## config.mk

```make
export PLATFORM = sky130hd
export DESIGN_NAME = ahb_arbiter
export DESIGN_NICKNAME = d
export VERILOG_FILES = /design/src/rtl/ahb_arbiter.sv
export SDC_FILE = /design/constraint.sdc
export NUM_CORES = 1
export LEC_CHECK = 0
export ABC_AREA = 1
export CORE_MARGIN = 3
export CORE_UTILIZATION = 35
export DETAILED_ROUTE_END_ITERATION = 7
export DONT_BUFFER_PORTS = 1
export PLACE_DENSITY = 0.51
export SETUP_SLACK_MARGIN = 0.02
export SLEW_MARGIN = 0
export SYNTH_ARGS = -nofsm -noshare
export SYNTH_HDL_FRONTEND = slang
export SYNTH_SLANG_ARGS = --single-unit
```

## constraint.sdc

```tcl
create_clock -name HCLK -period 2.3 [get_ports HCLK]
set_clock_uncertainty 0.1 [all_clocks]
set_input_delay 0.115 -clock HCLK [delete_from_list [all_inputs] [get_ports HCLK]]
set_output_delay 0.115 -clock HCLK [all_outputs]
set_load 0.01 [all_outputs]
```

## src/rtl/ahb_arbiter.sv

```systemverilog
// Three-master AHB bus arbiter: round-robin grant with M0 as default master,
// grant held across fixed-length bursts and locked sequences.
module ahb_arbiter (
   input  logic       HCLK,
   input  logic       HRESETn,
   input  logic [2:0] HBUSREQ,
   input  logic [2:0] HLOCK,
   input  logic [1:0] HTRANS,
   input  logic [2:0] HBURST,
   input  logic       HREADY,
   input  logic [1:0] HRESP,
   output logic [2:0] HGRANT,
   output logic [3:0] HMASTER,
   output logic       HMASTLOCK
);

   localparam int unsigned NUM_M  = 3;
   localparam int unsigned CNT_W  = 4;
   localparam int unsigned MST_W  = 4;

   localparam logic [1:0] ST_ARB    = 2'b00;
   localparam logic [1:0] ST_BURST  = 2'b01;
   localparam logic [1:0] ST_LOCKED = 2'b10;

   localparam logic [1:0] TR_IDLE   = 2'd0;
   localparam logic [1:0] TR_NONSEQ = 2'd2;
   localparam logic [1:0] TR_SEQ    = 2'd3;
   localparam logic [1:0] RESP_ERR  = 2'd1;

   logic [1:0]       r_state,    w_state_nxt;
   logic [CNT_W-1:0] r_cnt,      w_cnt_nxt;
   logic [1:0]       r_ptr,      w_ptr_nxt;
   logic [NUM_M-1:0] r_grant,    w_grant_nxt;
   logic [MST_W-1:0] r_master,   w_master_nxt;
   logic             r_mastlock, w_mastlock_nxt;

   logic [1:0]       w_gidx;
   logic             w_lock_g;
   logic             w_burst_start;
   logic [CNT_W-1:0] w_burst_len;
   logic [CNT_W-1:0] w_cnt_adv;
   logic             w_ap;
   logic             w_rr_found;
   logic [1:0]       w_rr_idx;
   logic [1:0]       w_cand;

   // Decode of the current grant, burst length and arbitration point
   always_comb begin
      case (r_grant)
         3'b010:  w_gidx = 2'd1;
         3'b100:  w_gidx = 2'd2;
         default: w_gidx = 2'd0;
      endcase
      w_lock_g      = |(HLOCK & r_grant);
      w_burst_start = (HTRANS == TR_NONSEQ) && (HBURST >= 3'd2);
      case (HBURST[2:1])
         2'b01:   w_burst_len = CNT_W'(3);
         2'b10:   w_burst_len = CNT_W'(7);
         2'b11:   w_burst_len = CNT_W'(15);
         default: w_burst_len = '0;
      endcase
      if (w_burst_start)
         w_cnt_adv = w_burst_len;
      else if ((HTRANS == TR_SEQ) && (r_cnt != '0))
         w_cnt_adv = r_cnt - CNT_W'(1);
      else
         w_cnt_adv = r_cnt;
      w_ap = HREADY && !w_lock_g &&
             (((r_state == ST_ARB) && !w_burst_start) ||
              ((r_state == ST_BURST) && (r_cnt == CNT_W'(1)) && (HTRANS == TR_SEQ)));
   end

   // Round-robin scan starting after the last granted master; nearest wins
   always_comb begin
      w_rr_found = 1'b0;
      w_rr_idx   = 2'd0;
      w_cand     = 2'd0;
      for (int k = NUM_M; k >= 1; k--) begin
         w_cand = 2'((32'(r_ptr) + 32'(k)) % NUM_M);
         if (HBUSREQ[w_cand]) begin
            w_rr_found = 1'b1;
            w_rr_idx   = w_cand;
         end
      end
   end

   // Next-state and next-output logic
   always_comb begin
      w_state_nxt    = r_state;
      w_cnt_nxt      = r_cnt;
      w_ptr_nxt      = r_ptr;
      w_grant_nxt    = r_grant;
      w_master_nxt   = r_master;
      w_mastlock_nxt = r_mastlock;
      if (HREADY) begin
         w_master_nxt   = MST_W'(w_gidx);
         w_mastlock_nxt = w_lock_g;
         case (r_state)
            ST_ARB: begin
               if (w_lock_g) begin
                  w_state_nxt = ST_LOCKED;
                  w_cnt_nxt   = w_burst_start ? w_burst_len : '0;
               end else if (w_burst_start) begin
                  w_state_nxt = ST_BURST;
                  w_cnt_nxt   = w_burst_len;
               end
            end
            ST_BURST: begin
               if (w_lock_g) begin
                  w_state_nxt = ST_LOCKED;
                  w_cnt_nxt   = w_cnt_adv;
               end else if ((HRESP == RESP_ERR) || (HTRANS == TR_IDLE)) begin
                  w_state_nxt = ST_ARB;
                  w_cnt_nxt   = '0;
               end else if (HTRANS == TR_NONSEQ) begin
                  // Early termination: a new fixed burst restarts the count
                  if (w_burst_start) begin
                     w_cnt_nxt = w_burst_len;
                  end else begin
                     w_state_nxt = ST_ARB;
                     w_cnt_nxt   = '0;
                  end
               end else if (HTRANS == TR_SEQ) begin
                  if (r_cnt <= CNT_W'(1)) begin
                     w_state_nxt = ST_ARB;
                     w_cnt_nxt   = '0;
                  end else begin
                     w_cnt_nxt = r_cnt - CNT_W'(1);
                  end
               end
            end
            ST_LOCKED: begin
               // Lock owns the exit; error responses do not release it
               if (!w_lock_g) begin
                  w_state_nxt = ST_ARB;
                  w_cnt_nxt   = '0;
               end else begin
                  w_cnt_nxt = w_cnt_adv;
               end
            end
            default: begin
               w_state_nxt = ST_ARB;
               w_cnt_nxt   = '0;
            end
         endcase
         if (w_ap) begin
            if (w_rr_found) begin
               w_grant_nxt = NUM_M'(3'b001 << w_rr_idx);
               w_ptr_nxt   = w_rr_idx;
            end else begin
               w_grant_nxt = NUM_M'(3'b001);
            end
         end
      end
   end

   always_ff @(posedge HCLK or negedge HRESETn) begin
      if (!HRESETn) begin
         r_state    <= ST_ARB;
         r_cnt      <= '0;
         r_ptr      <= 2'd0;
         r_grant    <= NUM_M'(3'b001);
         r_master   <= '0;
         r_mastlock <= 1'b0;
      end else begin
         r_state    <= w_state_nxt;
         r_cnt      <= w_cnt_nxt;
         r_ptr      <= w_ptr_nxt;
         r_grant    <= w_grant_nxt;
         r_master   <= w_master_nxt;
         r_mastlock <= w_mastlock_nxt;
      end
   end

   assign HGRANT    = r_grant;
   assign HMASTER   = r_master;
   assign HMASTLOCK = r_mastlock;

endmodule

```

==> summary.md, run 1 <==
| Metric | Value |
|---|---|
| Startpoint class of the critical path | register |
| # IOs | 24 |
| Core area | 3200 sq um |
| Sink Count | 14 |
| TritonCTS buffer count | 3 |
| Clock-pin transition on the worst setup and hold timing paths | 0.08 ns |
| Core Util, Final | 0.416 |
| Root Buffer | clkbuf_4 |
| Post-CTS Setup Inserts | 0 |
| Starting density of the core | 0.387 |
| Post-synthesis average cell area | 6.19 sq um |
| Setup slack after layout | 0.477 ns |
| Largest net degree at the start of global routing | 15 |
| Worst rel slew slack | 0.585 |
| Max_cap viols | 0 |
| Power density over cell area | 1240 nW/um^2 |
| Register area share after synthesis | 0.284 |
| Drt total wl | between 2 and 3 mm |
| Total gr overflow | 0 |
| Wirelength per Cell | 11.2 um |
| Arr. time, crit path | around 1.9 ns |
| Multi-input gate area | 752 sq um |
| Fillers | 387 |
| Crit-path cells | nand2_1 -> nand3_2 -> inv_1 -> nand2_1 -> nor2_1 -> nor2_4 -> inv_2 -> nand2_1 -> nand2_1 |
| CTS tree | done |
| CTS Buffer Depth | 2 |
| Synth warnings | 0 |
| Hold path cells | 6 |
| Critical path fanouts, max | 11 |
| Die area | 4290 sq um |
| Period minus WS final | 1.82 ns |
| Overall Global Routing Usage | 0.136 |
| Drt drc | 0 |
| Status | complete, no violations |
| RSZ-0062 raised after global routing | false |
| Vias in the first global route | 1,131 |
| R2R depth | 9 |
| Worst skew pair latency | approximately 0.27 ns |
| ANT cells | 0 |
| Via count | 1,199 |
| Final Max Tran Viols | 0 |
| Storage cell area | 352 sq um |
| Worst slew pin tran | 0.621 ns |
| Rows | 20 |
| Setup WS pre-CTS | 0.482 ns |
| DR pass1 iterations | 6 |
| Area Growth Syn to Fin | 7.48% |
| Final Wtd Congestion | 0.826 |
| Part of the cycle the worst path needs | 0.793 |
| CP top delay family | simple AND/OR/NAND/NOR gates |
| Hold slack final | about 0.062 ns |
| Port bufs | 0 |
| WP buf/inv | 2 |
| First-pass GRT wire length | between 4 and 5 mm |
| Initial DRC count | 56 |
| Number of antenna-violating nets in the routed design | 0 |
| Library cells used by synthesis | 24 |
| Critical path required time | 2.37 ns |
| Critical path class | reg2reg |
| H-Tree Depth | 1 |
| Fmax | 548 MHz |
| Mapped cell area | 1240 sq um |
| Detail Placement HPWL | between 2 and 2.5 mm |
| Flops & latches, synth | 14 |
| Final TNS setup | 0 ns |
| Die Span Y | roughly 65 um |
| Syn Inst Count | 200 |
| Crit path depth | 9 |
| Via density | 4.83 |
| Fin. Hold Viols | 0 |
| Most common cell on crit path | nand2_1 |
| Largest vdd supply drop | 0.500 mV |
| Initial antenna violation count | 0 |
| Die Width | about 65 um |
| CP max-delay cell | dfstp_2 |
| Nets | 225 |
| Share of cells above drive strength 1 | 0.0980 |
| Tot Pwr | 0.00165 W |
| Worst min path class | in2reg |
| Leak | 0.745 nW |
| Nature of the critical path endpoint | register |
| Setup violators final | 0 |
| Slowest cell delay on critical path | slightly below 0.6 ns |
[worst reg2reg max path, cell delays in order, from the launching register on]
cell	delay [ns]
dfstp_2	0.59
nand2_1	0.08
nand3_2	0.21
inv_1	0.16
nand2_1	0.12
nor2_1	0.08
nor2_4	0.19
inv_2	0.08
nand2_1	0.07
nand2_1	0.05
[area by class of cell]
class	count	area share
clock buffers	4	0.0273
inverters	31	0.0874
multi-input cells	153	0.565
flip-flops and latches	14	0.264
well taps	44	0.0414
repair buffers	2	0.0150
[routing by layer]
metal,vias up,track usage,wire length (um)
li1,628,-,-
met3,2,0.0222,113
met4,0,0.0389,9
met1,547,0.172,1320
met5,-,0,0
met2,22,0.238,1330
[registers in the layout, summed over array words and instances (netlist names)]
register	cells
HGRANT	3
r_cnt	4
HMASTLOCK	1
r_state	2
r_ptr	2
HMASTER	2
[report_power, final]
part,switching (W),internal (W)
Combinational,0.000649,0.000348
Sequential,0.000124,0.000355
Clock,0.0000790,0.0000962
Total,0.000852,0.000799
[kinds of logic (layout without fill, tap and decap cells)]
kind of cell | Yosys count | in the layout | share of synthesized area
adders and majority gates | 4 | 4 | 0.0404
buffers and inverters | 34 | 37 | 0.112
DFF | 14 | 14 | 0.284
and+or+nand+nor | 128 | 128 | 0.463
AOI/OAI and AO/OA | 19 | 19 | 0.0980
other | 1 | 2 | 0.00303
[through the flow]
stage | cells | instance area (sq um)
floorplan | 201 | 1240
global placement | 242 | 1270
detailed placement | 242 | 1270
CTS | 248 | 1330
global route | 248 | 1330
finish | 248 | 1330
[cell usage after synthesis]
| cell | number | share of area |
|---|---|---|
| a21boi_4 | 1 | 0.015 |
| a21oi_1 | 5 | 0.020 |
| and2_1 | 1 | 0.0051 |
| buf_4 | 3 | 0.018 |
| conb_1 | 1 | 0.0030 |
| dfrtp_1 | 13 | 0.26 |
| dfstp_2 | 1 | 0.021 |
| ha_1 | 4 | 0.040 |
| inv_1 | 29 | 0.088 |
| inv_2 | 2 | 0.0061 |
| nand2_1 | 75 | 0.23 |
| nand2_2 | 1 | 0.0051 |
| nand2_4 | 3 | 0.027 |
| nand3_1 | 23 | 0.093 |
| nand3_2 | 1 | 0.0081 |
| nand4_1 | 3 | 0.015 |
| nor2_1 | 16 | 0.048 |
| nor2_2 | 2 | 0.010 |
| nor2_4 | 2 | 0.018 |
| o21ai_0 | 8 | 0.032 |
| o21ai_1 | 1 | 0.0040 |
| o21ai_2 | 2 | 0.014 |
| o31ai_1 | 2 | 0.012 |
| or2_2 | 1 | 0.0051 |
[final timing paths]
path	startpoint	endpoint	slack, ns
setup / recovery	HGRANT[0]	r_cnt[0]	0.48
hold / removal	HBURST[1]	r_cnt[3]	0.06
setup reg to reg	HGRANT[0]	r_cnt[0]	0.48
hold reg to reg	HGRANT[0]	HGRANT[0]	0.41
max in group asynchronous	HRESETn	r_cnt[3]	1.51
min in group asynchronous	HRESETn	r_state[0]	0.19
[cells in the final DEF, fill, tap and decap left out]
| cell | instances |
|---|---|
| a21boi_4 | 1 |
| inv_1 | 29 |
| dfrtp_1 | 13 |
| and2_1 | 1 |
| nand4_1 | 3 |
| o21ai_2 | 2 |
| nand3_2 | 1 |
| a21oi_1 | 5 |
| clkbuf_4 | 3 |
| o21ai_0 | 8 |
| or2_2 | 1 |
| nand2_1 | 75 |
| dfstp_2 | 1 |
| dlygate4sd3_1 | 2 |
| clkbuf_8 | 1 |
| o31ai_1 | 2 |
| inv_2 | 2 |
| nand2_2 | 1 |
| nor2_1 | 16 |
| conb_1 | 2 |
| nor2_4 | 2 |
| nand3_1 | 23 |
| nand2_4 | 3 |
| o21ai_1 | 1 |
| nor2_2 | 2 |
| ha_1 | 4 |
[what timing repair did]
item | 4_1_cts | 5_1_grt
gates resized for setup | 0 | 0
setup endpoints to repair | 0 | 0
hold buffers | 2 | 0
hold endpoints to repair | 19 | 0
No activity file was read; power rests on OpenSTA's default activity.
==> run 2, diff against run 1 <==
==> constraint.sdc (replaced) <==
create_clock -name HCLK -period 1.7 [get_ports HCLK]
set_clock_uncertainty 0.1 [all_clocks]
set_input_delay 0.085 -clock HCLK [delete_from_list [all_inputs] [get_ports HCLK]]
set_output_delay 0.085 -clock HCLK [all_outputs]
set_load 0.01 [all_outputs]
==> run 2 against run 1 <==
Maximum frequency up 16%. First-iteration DRC count up 50%. Clock power up 32%. Sequential cell count unchanged. Final cell count up 6.9%. Hold slack worse by 0.023 ns. Routed wire length up 6.7%. Largest cell class unchanged.
==> summary.md, run 2 (synthesized netlist as in run 1, its figures left out) <==
| Metric | Value |
|---|---|
| Arr. time, crit path | 1.64 ns (-0.26 ns) |
| Die area | 4290 sq um (unchanged) |
| Worst slew pin tran | 0.632 ns (+0.0116 ns) |
| Startpoint class of the critical path | register |
| Root Buffer | clkbuf_4 |
| Period minus WS final | 1.58 ns (-0.245 ns) |
| Clock-pin transition on the worst setup and hold timing paths | 0.08 ns (about the same) |
| Port bufs | 0 (unchanged) |
| Post-DP Area | 1360 sq um (+6.5%) |
| Detail Placement HPWL | 2.36 mm (+2.9%) |
| Total gr overflow | 0 (unchanged) |
| Largest register FFs | 4 (unchanged) |
| Part of the cycle the worst path needs | 0.929 (+0.136) |
| Fmax | 634 MHz (+16%) |
| CTS tree | done |
| Rows | 20 (unchanged) |
| Max_cap viols | 0 (unchanged) |
| Initial DRC count | 84 (+50%) |
| Fin. Hold Viols | 0 (unchanged) |
| Worst rel slew slack | 0.577 (-0.00773) |
| CTS Buffer Depth | 2 (unchanged) |
| Drt drc | 0 (unchanged) |
| Tot Pwr | 0.00269 W (+63%) |
| Setup violators final | 0 (unchanged) |
| Power density over cell area | 1750 nW/um^2 (+41%) |
| Critical path required time | 1.77 ns (-0.60 ns) |
| Worst min path class | in2reg |
| Number of antenna-violating nets in the routed design | 0 (unchanged) |
| Via count | 1,277 (+6.5%) |
| # IOs | 24 (unchanged) |
| Area Growth Syn to Fin | 24.3% |
| Status | complete, no violations |
| Overall Global Routing Usage | 0.150 (+0.0139) |
| Wirelength per Cell | 11.2 um (-0.13%) |
| Nets | 242 (+7.6%) |
| Commonest cells after routing, fill and taps aside | nand2_1 (69), inv_1 (22), nand3_1 (21) |
| Drt total wl | 2.96 mm (+6.7%) |
| Worst skew pair latency | 0.27 ns (about the same) |
| Share of cells above drive strength 1 | 0.276 (+0.178) |
| Final Wtd Congestion | 0.828 (+0.28%) |
| Largest vdd supply drop | 0.850 mV (+70%) |
| Via density | 4.82 (-0.33%) |
| First-pass GRT wire length | 5.26 mm (+13%) |
| Commonest non-fill, non-tap cell in the layout | nand2_1 |
| TritonCTS buffer count | 3 (unchanged) |
| RSZ-0062 raised after global routing | true |
| ANT cells | 0 (unchanged) |
| Leak | 0.832 nW (+12%) |
| Nature of the critical path endpoint | register |
| Core area | 3200 sq um (unchanged) |
| DR pass1 iterations | 5 (-1) |
| Die Width | 65.5 um (unchanged) |
| Sink Count | 14 (unchanged) |
| Critical path class | reg2reg |
| Die Span Y | 65.5 um (unchanged) |
| Critical path fanouts, max | 6 (-5) |
| H-Tree Depth | 1 (unchanged) |
| Final instance area | 1540 sq um (+16%) |
| Most flop-heavy register | r_cnt |
| Placed cell count | 253 (+4.5%) |
| Final TNS setup | 0 ns (unchanged) |
| Non-Filler Instances | 265 (+6.9%) |
| Starting density of the core | 0.387 (unchanged) |
| Largest net degree at the start of global routing | 15 (unchanged) |
| Final Max Tran Viols | 0 (unchanged) |
| Initial antenna violation count | 0 (unchanged) |
| Vias in the first global route | 1,252 (+11%) |
| Core Util, Final | 0.481 (+0.0652) |
## run 2: cell types whose count changed in the layout (fill, tap and decap cells not counted), sizes merged
| cell | delta |
|---|---|
| buf | +17 |
## run 2: per-layer routing
layer	routed length [um]	up-vias	share of wire	GRT usage
li1	-	666	-	-
met1	1350	582	0.46	0.192
met2	1460	27	0.49	0.264
met3	137	2	0.046	0.0188
met4	13	0	0.0044	0.0389
met5	0	-	0	0
## run 2: final cells by class
cell class / count / area [sq um]
Timing Repair Buffer: 19 / 151
Clock buffer: 4 / 36.3
Fill cell: 389 / 1660
Sequential cell: 14 / 353
Multi-Input combinational cell: 153 / 828
Tap cell: 44 / 55.1
Inverter: 31 / 116
## run 2: metrics by stage
stage          hold slack, ns  setup slack (ns)
2_1_floorplan          -0.311             0.159
3_3_place_gp           -0.310           -0.0120
3_5_place_dp           -0.310           -0.0126
4_1_cts                0.0193            0.0168
5_1_grt                0.0462           0.00618
6_report               0.0392             0.121
## run 2: path summary, 6_finish.rpt
| path | start | endpoint | slack (ns) | cells past startpoint |
|---|---|---|---|---|
| min in group asynchronous | HRESETn | r_cnt[0] | 0.17 | 1 |
| max in group asynchronous | HRESETn | r_cnt[2] | 0.89 | 1 |
| hold / removal | HBUSREQ[0] | r_ptr[0] | 0.04 | 5 |
| setup reg to reg | HGRANT[0] | r_cnt[3] | 0.12 | 10 |
| hold reg to reg | r_state[1] | r_state[1] | 0.44 | 2 |
| setup / recovery | HGRANT[0] | r_cnt[3] | 0.12 | 10 |
## run 2: report_power, final
part           leakage, nW  internal, W  switching (W)
sequential           0.175     0.000481       0.000141
clock               0.0210     0.000130       0.000101
combinational        0.635     0.000779        0.00106
total                0.832      0.00139        0.00130
## run 2: what timing repair did
| item | CTS | global route |
|---|---|---|
| endpoints found under the setup margin | 6 | 11 |
| pin swaps | 0 | 11 |
| hold buffers | 2 | 0 |
| gates cloned | 0 | 0 |
| gates resized for setup | 2 | 27 |
| hold endpoints to repair | 23 | 0 |
| setup buffers | 0 | 6 |
## run 2: worst max-delay path, stage by stage, from the launching register on
cell     delay, ns
dfstp_2       0.55
nand2_2       0.06
nand3_4       0.10
buf_6         0.14
nand2_1       0.06
nand3_1       0.09
nor2_1        0.05
a21oi_1       0.14
nand2_1       0.07
nand2_1       0.06
nand2_1       0.05
==> run 3, diff against run 2 <==
--- a/config.mk
+++ b/config.mk
@@ -7,10 +7,10 @@
 export LEC_CHECK = 0
 export ABC_AREA = 1
 export CORE_MARGIN = 3
-export CORE_UTILIZATION = 35
+export CORE_UTILIZATION = 62
 export DETAILED_ROUTE_END_ITERATION = 7
 export DONT_BUFFER_PORTS = 1
-export PLACE_DENSITY = 0.51
+export PLACE_DENSITY = 0.8
 export SETUP_SLACK_MARGIN = 0.02
 export SLEW_MARGIN = 0
 export SYNTH_ARGS = -nofsm -noshare
==> run 3 against run 2 <==
Count of clock-buffer cells in the layout is the same. Utilization grew 35 points. Maximum frequency shrank 0.82%. Register-to-register slack is essentially flat. Global-route usage grew 10 points. Sequential power is essentially flat. Sequential share of layout area grew 0.71 points. Routed wire length grew 4.5%. Clock power grew 7%. Critical path depth shrank 1. Final cell count shrank 7.9%. Die area shrank 40%. Largest power group unchanged.
==> summary.md, run 3 (synthesized netlist as in run 1, its figures left out) <==
| Metric | Value |
|---|---|
| Part of the cycle the worst path needs | 0.936 (+0.00766) |
| Final Wtd Congestion | 0.935 (+13%) |
| Via density | 5.35 (+11%) |
| DR pass1 iterations | 4 (-1) |
| Switch Pwr | 0.00132 W (+1.5%) |
| Setup WS pre-CTS | -0.0271 ns (-0.0145 ns) |
| Initial DRC count | 43 (-49%) |
| Power density over cell area | 1790 nW/um^2 (+2.5%) |
| CP top delay family | simple AND/OR/NAND/NOR gates |
| Critical path fanouts, max | 7 (+1) |
| Most flop-heavy register | r_cnt |
| Drt drc | 0 (unchanged) |
| # IOs | 24 (unchanged) |
| Commonest cells after routing, fill and taps aside | nand2_1 (73), inv_1 (24), nand3_1 (22) |
| Number of antenna-violating nets in the routed design | 0 (unchanged) |
| Starting density of the core | 0.688 (+0.301) |
| WP buf/inv | 2 (+1) |
| Sequential share of power | 0.234 (+0.003) |
| CTS tree | done |
| ANT cells | 0 (unchanged) |
| Worst min path class | in2reg |
| Setup slack after layout | 0.108 ns (-0.0130 ns) |
| Core area | 1800 sq um (-44%) |
| Hold path cells | 4 (-1) |
| Final Max Tran Viols | 0 (unchanged) |
| Leak | 0.821 nW (-1.3%) |
| Status | complete, no violations |
| RSZ-0062 raised after global routing | true |
| Pint | 0.00135 W (-3.1%) |
| Slowest cell delay on critical path | 0.55 ns (about the same) |
| Multi-input gate area | 821 sq um (-0.91%) |
| Placed cell count | 230 (-9.1%) |
| Rows | 15 (-25%) |
| Final TNS setup | 0 ns (unchanged) |
| Fmax | 628 MHz (-0.82%) |
| Largest register FFs | 4 (unchanged) |
| Storage cell area | 352 sq um (-0.35%) |
| Overall Global Routing Usage | 0.252 (+0.102) |
| Most common cell on crit path | nand2_1 |
| CP max-delay cell | dfstp_2 |
| Clock share of power | 0.093 (+0.007) |
| Crit path depth | 9 (-1) |
| Total gr overflow | 0 (unchanged) |
| Share of cells above drive strength 1 | 0.237 (-0.0386) |
| Largest net degree at the start of global routing | 15 (unchanged) |
| Vias in the first global route | 1,264 (+0.96%) |
| Sink Count | 14 (unchanged) |
| Largest vdd supply drop | 1.30 mV (+53%) |
| Root Buffer | clkbuf_4 |
| Hold slack final | 0.00222 ns (-0.0369 ns) |
| R2R depth | 9 (-1) |
| Fin. Hold Viols | 0 (unchanged) |
| Clock-pin transition on the worst setup and hold timing paths | 0.10 ns (+0.02 ns) |
| Setup violators final | 0 (unchanged) |
| Critical path required time | 1.83 ns (+0.06 ns) |
| Wirelength per Cell | 12.7 um (+13%) |
| Die Span Y | 50.7 um (-23%) |
| First-pass GRT wire length | 4.95 mm (-5.8%) |
| Die Width | 50.7 um (-23%) |
| Worst skew pair latency | 0.29 ns (+0.02 ns) |
| Switching Share | 0.495 (+0.0115) |
| Port bufs | 0 (unchanged) |
| Gate power share | 0.674 (-0.009) |
| Arr. time, crit path | 1.72 ns (+0.08 ns) |
| Drt total wl | 3.09 mm (+4.5%) |
| Detail Placement HPWL | 2.26 mm (-4.2%) |
| Critical path class | reg2reg |
| Nets | 240 (-0.83%) |
| Startpoint class of the critical path | register |
| Die area | 2570 sq um (-40%) |
| Core Util, Final | 0.826 (+0.346) |
| CTS Buffer Depth | 2 (unchanged) |
| TritonCTS buffer count | 3 (unchanged) |
| Max_cap viols | 0 (unchanged) |
| Nature of the critical path endpoint | register |
| Fillers | 128 (-67%) |
| Period minus WS final | 1.59 ns (+0.0130 ns) |
| Worst rel slew slack | 0.550 (-0.0271) |
| Commonest non-fill, non-tap cell in the layout | nand2_1 |
| Non-Filler Instances | 244 (-7.9%) |
| Initial antenna violation count | 0 (unchanged) |
| H-Tree Depth | 1 (unchanged) |
| Crit-path cells | nand2_2 -> nand3_4 -> inv_2 -> nand2_1 -> nor2_2 -> nor2_4 -> buf_4 -> nand2_1 -> nand2_1 |
| Worst slew pin tran | 0.673 ns (+0.0405 ns) |
| Via count | 1,305 (+2.2%) |
| Area Growth Syn to Fin | 20.2% |
==> run 3: cell count changes in the layout (fill, tap and decap cells not counted), moves of 2 or more <==
cell | before | now
nand2_1 | 69 | 73
o21ai_0 | 6 | 3
o21ai_1 | 2 | 4
nand2_2 | 7 | 3
inv_1 | 22 | 24
inv_2 | 9 | 7
==> run 3: area by class of cell <==
cell class              instances  area share
well taps                      25      0.0210
multi-input cells             153       0.551
inverters                      31      0.0782
clock buffers                   4      0.0244
repair buffers                 17      0.0891
flip-flops and latches         14       0.236
==> run 3: power groups by stage <==
stage | sequential [W] | clock (W) | combinational [W]
after floorplan | 0.000617 | 0 | 0.00112
after global placement | 0.000609 | 0 | 0.00141
after detailed placement | 0.000617 | 0 | 0.00148
after CTS | 0.000607 | 0.000251 | 0.00152
after global routing | 0.000637 | 0.000274 | 0.00204
final | 0.000624 | 0.000247 | 0.00180
==> run 3: final timing paths <==
check | slack, ns | to | start
setup / recovery | 0.11 | r_cnt[3] | HGRANT[0]
hold / removal | 0.002 | HMASTLOCK | HLOCK[0]
setup reg to reg | 0.11 | r_cnt[3] | HGRANT[0]
hold reg to reg | 0.42 | r_state[1] | r_state[1]
max in group asynchronous | 0.90 | r_state[1] | HRESETn
min in group asynchronous | 0.16 | r_state[0] | HRESETn
==> run 3: what timing repair did <==
action,in CTS,in global routing
setup endpoints to repair,7,11
setup buffers,1,7
hold endpoints to repair,23,0
cloned,0,0
pin swaps,0,4
hold buffers,2,0
resized for setup,2,23
==> run 3: stage by stage <==
stage	cell area [sq um]	power [W]
floorplan	1240	0.00174
global placement	1300	0.00202
detailed placement	1300	0.00209
CTS	1370	0.00238
global route	1490	0.00295
finish	1490	0.00267
==> run 3: worst register-to-register path, stage by stage (launching register included) <==
cell and delay (ns):
dfstp_2 0.55, nand2_2 0.07, nand3_4 0.11, inv_2 0.06, nand2_1 0.10, nor2_2 0.06
nor2_4 0.21, buf_4 0.16, nand2_1 0.05, nand2_1 0.07
==> run 3: layer usage <==
metal | part of all wire | up-vias | global-route usage
met5 | 0 | - | 0
met4 | 0.027 | 0 | 0.143
met3 | 0.044 | 10 | 0.0415
met2 | 0.53 | 37 | 0.443
met1 | 0.39 | 597 | 0.283
li1 | - | 661 | -
